### src/rtl/instruction_fetch.sv
// instruction_fetch: MIPS IF stage with PC, loadable instruction memory and IF/ID register.
// Define IF_HALT_DETECT_EN to halt fetch on the all-ones instruction word.
module instruction_fetch #(
    parameter int SIZE      = 32,
    parameter int MEM_DEPTH = 64,
    parameter int SIZE_ADDR = $clog2(MEM_DEPTH)
) (
    input  logic                 clk,
    input  logic                 rst,
    input  logic                 i_stall,
    input  logic                 i_flush,
    input  logic                 i_jump,
    input  logic [SIZE-1:0]      i_jump_addr,
    input  logic                 i_load_en,
    input  logic [SIZE_ADDR-1:0] i_load_addr,
    input  logic [SIZE-1:0]      i_load_data,
    output logic [SIZE-1:0]      o_instruction,
    output logic [SIZE-1:0]      o_pc_plus4,
    output logic [SIZE-1:0]      o_pc,
    output logic                 o_valid,
    output logic                 o_halted
);
    logic [SIZE-1:0] mem [MEM_DEPTH];
    logic [SIZE-1:0] pc, instruction, pc_plus4, fetch_word, next_pc4, jump_target;
    logic            valid, halted, halt_hit;

    assign fetch_word  = mem[pc[SIZE_ADDR+1:2]];
    assign next_pc4    = pc + SIZE'(4);
    assign jump_target = i_jump_addr & ~SIZE'(3);

`ifdef IF_HALT_DETECT_EN
    assign halt_hit = (fetch_word == '1) && !i_flush;
`else
    assign halt_hit = 1'b0;
`endif

    // Memory is not reset so a program loaded before reset survives it.
    always_ff @(posedge clk) begin
        if (!rst && i_load_en)
            mem[i_load_addr] <= i_load_data;
    end

    always_ff @(posedge clk) begin
        if (rst) begin
            pc          <= '0;
            instruction <= '0;
            pc_plus4    <= '0;
            valid       <= 1'b0;
            halted      <= 1'b0;
        end else if (halted) begin
            instruction <= '0;
            pc_plus4    <= '0;
            valid       <= 1'b0;
        end else if (!i_load_en && !i_stall) begin
            // A halt word freezes the PC even if a jump arrives with it.
            pc          <= halt_hit ? pc : (i_jump ? jump_target : next_pc4);
            instruction <= i_flush ? '0 : fetch_word;
            pc_plus4    <= i_flush ? '0 : next_pc4;
            valid       <= !i_flush;
            halted      <= halt_hit;
        end
    end

    assign o_pc          = pc;
    assign o_instruction = instruction;
    assign o_pc_plus4    = pc_plus4;
    assign o_valid       = valid;
    assign o_halted      = halted;
endmodule

### config.mk
export PLATFORM = sky130hd
export DESIGN_NAME = instruction_fetch
export DESIGN_NICKNAME = d
export VERILOG_FILES = /design/src/rtl/instruction_fetch.sv
export SDC_FILE = /design/constraint.sdc
export NUM_CORES = 2
export LEC_CHECK = 0
export CAP_MARGIN = 40
export CORE_MARGIN = 1
export CORE_UTILIZATION = 55
export CTS_CLUSTER_SIZE = 30
export DETAILED_ROUTE_END_ITERATION = 10
export PLACE_DENSITY = 0.69
export SYNTH_ARGS = -nofsm -noshare
export SYNTH_HDL_FRONTEND = slang
export SYNTH_SLANG_ARGS = --single-unit
### constraint.sdc
create_clock -name clk -period 10.7 [get_ports clk]
set_input_delay 1.07 -clock clk [delete_from_list [all_inputs] [get_ports clk]]
set_output_delay 1.07 -clock clk [all_outputs]
set_load 0.02 [all_outputs]
======== Word level (Yosys, flattened, before mapping) ========
Memory sizes are Yosys's and may differ from the RTL's. A register that Yosys moved wholly into a read port is not among the register bits.
Index checks and enable logic that the tools add are counted.
operators by class
  $add $sub $neg .......................... 1
  muxes and demuxes ....................... 8
  bitwise operators ....................... 1
  reductions and logical operators ........ 8
operator list
  kind                     count
  $mux W32                 3
  $add A32 B3 Y32 const B  1
  $mux W6                  2
  $logic_not A1 Y1         4
  $mux W1                  3
  $logic_and A1 B1 Y1      2
  $reduce_and A2 Y1        1
  $reduce_or A2 Y1         1
  $not A1 Y1               1
word-level totals
  flip-flop bits (word level) ............. 98
  memory bits (writable) .................. 2,048
  word-level logic and storage cells ...... 24
  memories kept ........................... 1
memory list
  memory  depth  width  read ports  clocked after memory_dff  wr ports  line  text
  mem     64     32     1           1                         1         23    logic [SIZE-1:0] mem [MEM_DEPTH];

======== Depth between registers and ports, before layout ========
  word-level depth ........................ 5
  mapped depth ............................ 12
  depth with buffers taken out ............ 7

======== Worst setup path before layout ========
Ideal clock, no wire load.
  path type ............................... input-to-reg
  start ................................... in i_load_addr[3]
  end ..................................... mem mem[52][0], enable pin
  setup time .............................. 0.513 ns
  arrival ................................. 5.085 ns
  required time ........................... 10.187 ns
  path slack .............................. 5.102 ns
  stages on the path ...................... 4
  cell sequence ........................... clkbuf_1 nor4bb_1 nand2_1 nor4b_1
RTL lines
  what                line  text
  start: declaration  15    input logic [SIZE_ADDR-1:0] i_load_addr,
  end: declaration    23
Straight into the memory's write port.

==> flow_summary.yaml <==
clocking:
  root_buffer: "clkbuf_16"
  clock-sinks: 2148
  cts_inserted_buffers: 203
  clk_latency_ns: 0.84
  cts-resized-gates: 0
  path_clk_slew_ns: 0.06
  clockBufferDepth: 3
  h-tree-depth: 4
  cts_setup_buffers: 0
  cts_hold_buf: 0
  cts_tree: "done"
yosys:
  synthFlopType: "edfxtp_1"
  yosysTopAreaCell: "edfxtp_1"
  synth_edf_count: 2048
  synthArstFlopShare_pct: 0
  yosysUniqueCellTypes: 72
  avgSynthCellArea_um2: 21.1
  ys_seq_area_share_pct: 76.8
  yosys_warnings: 0
  syn_inst: 3920
  synth_area_leaders: "edfxtp_1 74%, mux4_2 13%, dfxtp_1 2.4%"
  synth_seq_cells: 2148
  netlist_area_um2: 82700
  synth_top_area_share_pct: 74.4
power:
  power_density_nw_per_um2: 181
  leakage_nw: 28.5
  pwr-share-comb_pct: 4.9
  ir_drop_uv: 201
  power_mw: 17.0
  pwr-share-seq_pct: 54.4
  swShare_pct: 20.9
  internal_power_mw: 13.5
  p_sw_mw: 3.55
  pwr-share-clk_pct: 40.7
detailed_routing:
  dr.pass1.iters: 6
  wl_um: 215000
  wire_per_inst_um: 33.5
  viasPerCell: 6.57
  drt_iter0_markers: 5399
  drc_errors: 0
  final_antenna_net_count: 0
  route.vias.total: 42100
cells_and_area:
  drive_gt1_share_pct: 24.4
  area_growth_pct: 13.7
  final_cells: 6417
  nets: 4320
timing:
  setup_tns_ns: 0
  rsz0062_at_grt: "false"
  fin_skew_ns: 0.0272
  timing.final.crit_share_pct: 38.4
  max-slew-margin-rel_pct: 32.3
  fin_crit_ns: 4.11
  setup_slack_ns: 6.59
  tightestPinTransition_ns: 1.01
  slew_viol_final: 0
  timing.fmax_mhz: 243
  finalSetupViolations: 0
  hold_viol: 0
  holdWs_ns: 0.452
floorplanning:
  die-height_um: 390
  ios: 174
  start_util_pct: 55.7
  core_area_um2: 149000
  die_w_um: 390
  row_count: 141
  dieArea_um2: 152000
critical_path:
  worst_setup_path_start_kind: "flop"
  crit_family: "simple AND/OR/NAND/NOR gates"
  worstPathRequired_ns: 11.47
  cp_cell_sequence: "buf_4 -> buf_4 -> and2_1 -> a221oi_1 -> o21ai_0 -> nand2_1 -> a21oi_1 -> a21o_1"
  arrival_ns: 4.88
  slowest_delay_ns: 0.76
  cp-end-kind: "flop"
  crit_top_cell: "buf_4"
  cp_slowest_cell: "dfxtp_4"
  crit_buf_inv: 2
  reg2reg_slack_ns: 6.59
  path_class: "flop to flop"
  worstPathMaxFanout: 33
grt:
  grt_overflow: 0
  first_global_vias: 41600
  grt_pass1_wl_um: 304000
  antenna_found_initial: 9
  grt_start_max_net_pins: 114
  track_usage_pct: 28.7
hold_path:
  hp-class: "flop to flop"
placed_design:
  routabilityCongestion: 0.830
  hpwl_um: 122000
  place.port_buffers: 168
  place_inst: 6039
  dp_slack_ns: 6.30
job:
  maxCapViolCount: 0
run_status:
  status: "finished clean"
## flip-flops by register name (all words and copies together) (netlist names), named ones only
register and cells:
mem 2048, o_instruction 32, o_pc 30, o_pc_plus4 31
o_valid 1
## synthesized netlist by cell type, types with 12 or more instances
library cell	n
edfxtp_1	2048
mux4_2	492
nor2_1	144
nand2_1	140
mux2i_1	133
dfxtp_1	100
o22ai_1	88
a22oi_1	70
buf_2	60
clkbuf_1	60
a21oi_1	59
buf_4	57
nand3_1	48
o21ai_0	46
nor3_1	34
buf_6	24
a211oi_1	19
xnor2_1	19
nand2b_1	18
nand4_1	18
nor2b_1	18
a32oi_1	13
and2_1	13
a31oi_1	12
## worst register-to-register path, cell delays in order (launching register included)
cell      delay, ns
dfxtp_4        0.76
buf_4          0.60
buf_4          0.56
and2_1         0.77
a221oi_1       0.20
o21ai_0        0.24
nand2_1        0.42
a21oi_1        0.38
a21o_1         0.12
## routing by layer
metal	global-route usage (%)	share of wire, %	up-vias
met2	46.6	49	2423
met1	40.1	38	22300
met5	0	0.0065	-
met3	5.03	10	329
met4	8.86	2.9	2
li1	-	-	17100
## final timing paths
path                                             startpoint                        endpoint  depth (start not counted)
worst max-delay path                                   flop  o_instruction[26]$_SDFFE_PP0P_                          8
worst min-delay path            o_pc_plus4[22]$_SDFFE_PP0P_     o_pc_plus4[22]$_SDFFE_PP0P_                          2
worst max register to register                         flop  o_instruction[26]$_SDFFE_PP0P_                          8
worst min register to register  o_pc_plus4[22]$_SDFFE_PP0P_     o_pc_plus4[22]$_SDFFE_PP0P_                          2
## per-stage QoR
| step | instance area, um^2 | util (%) |
|---|---|---|
| floorplan | 82700 | - |
| global placement | 86800 | 58.4 |
| detailed placement | 87500 | 58.9 |
| CTS | 93900 | 63.2 |
| global route | 94000 | 63.2 |
| finish | 94000 | 63.3 |
## cells by family after synthesis
family                   Yosys count  synth area share, %
other                              1              0.00454
AND/OR/NAND/NOR                  487                 2.77
buffers and inverters            221                 1.70
adder cells (fa/ha/maj)            1               0.0151
AO/OA/AOI/OAI                    401                 3.28
XOR/XNOR                          28                0.297
flip-flops                      2148                 76.8
multiplexers                     633                 15.1
## power groups by stage
stage                     Clock (mW)  Sequential, mW  Combinational [mW]
after floorplan                    0            9.45               0.474
final                           6.94            9.27               0.827
after global placement             0            9.45               0.786
after CTS                       7.01            9.27               0.830
after detailed placement           0            9.45               0.827
after global routing            7.32            9.27               0.871
## layout by cell type (no fill, tap or decap), types with 70 or more instances in the layout
| master | n |
|---|---|
| clkbuf_16 | 208 |
| dfxtp_1 | 94 |
| o22ai_1 | 88 |
| clkdlybuf4s50_1 | 134 |
| buf_4 | 116 |
| nand2_1 | 140 |
| mux4_2 | 492 |
| nor2_1 | 84 |
| mux2i_1 | 133 |
| a22oi_1 | 70 |
| edfxtp_1 | 2048 |
## layout make-up
class,count,area (um^2)
multi-input combinational,1553,18300
clock inverter,101,817
inverter,7,26.3
antenna,3,7.51
tap,2002,2500
fill,9971,54600
timing repair buffer,330,3220
sequential,2148,63500
clock buffer,273,5570
No activity file was read; power rests on OpenSTA's default activity.
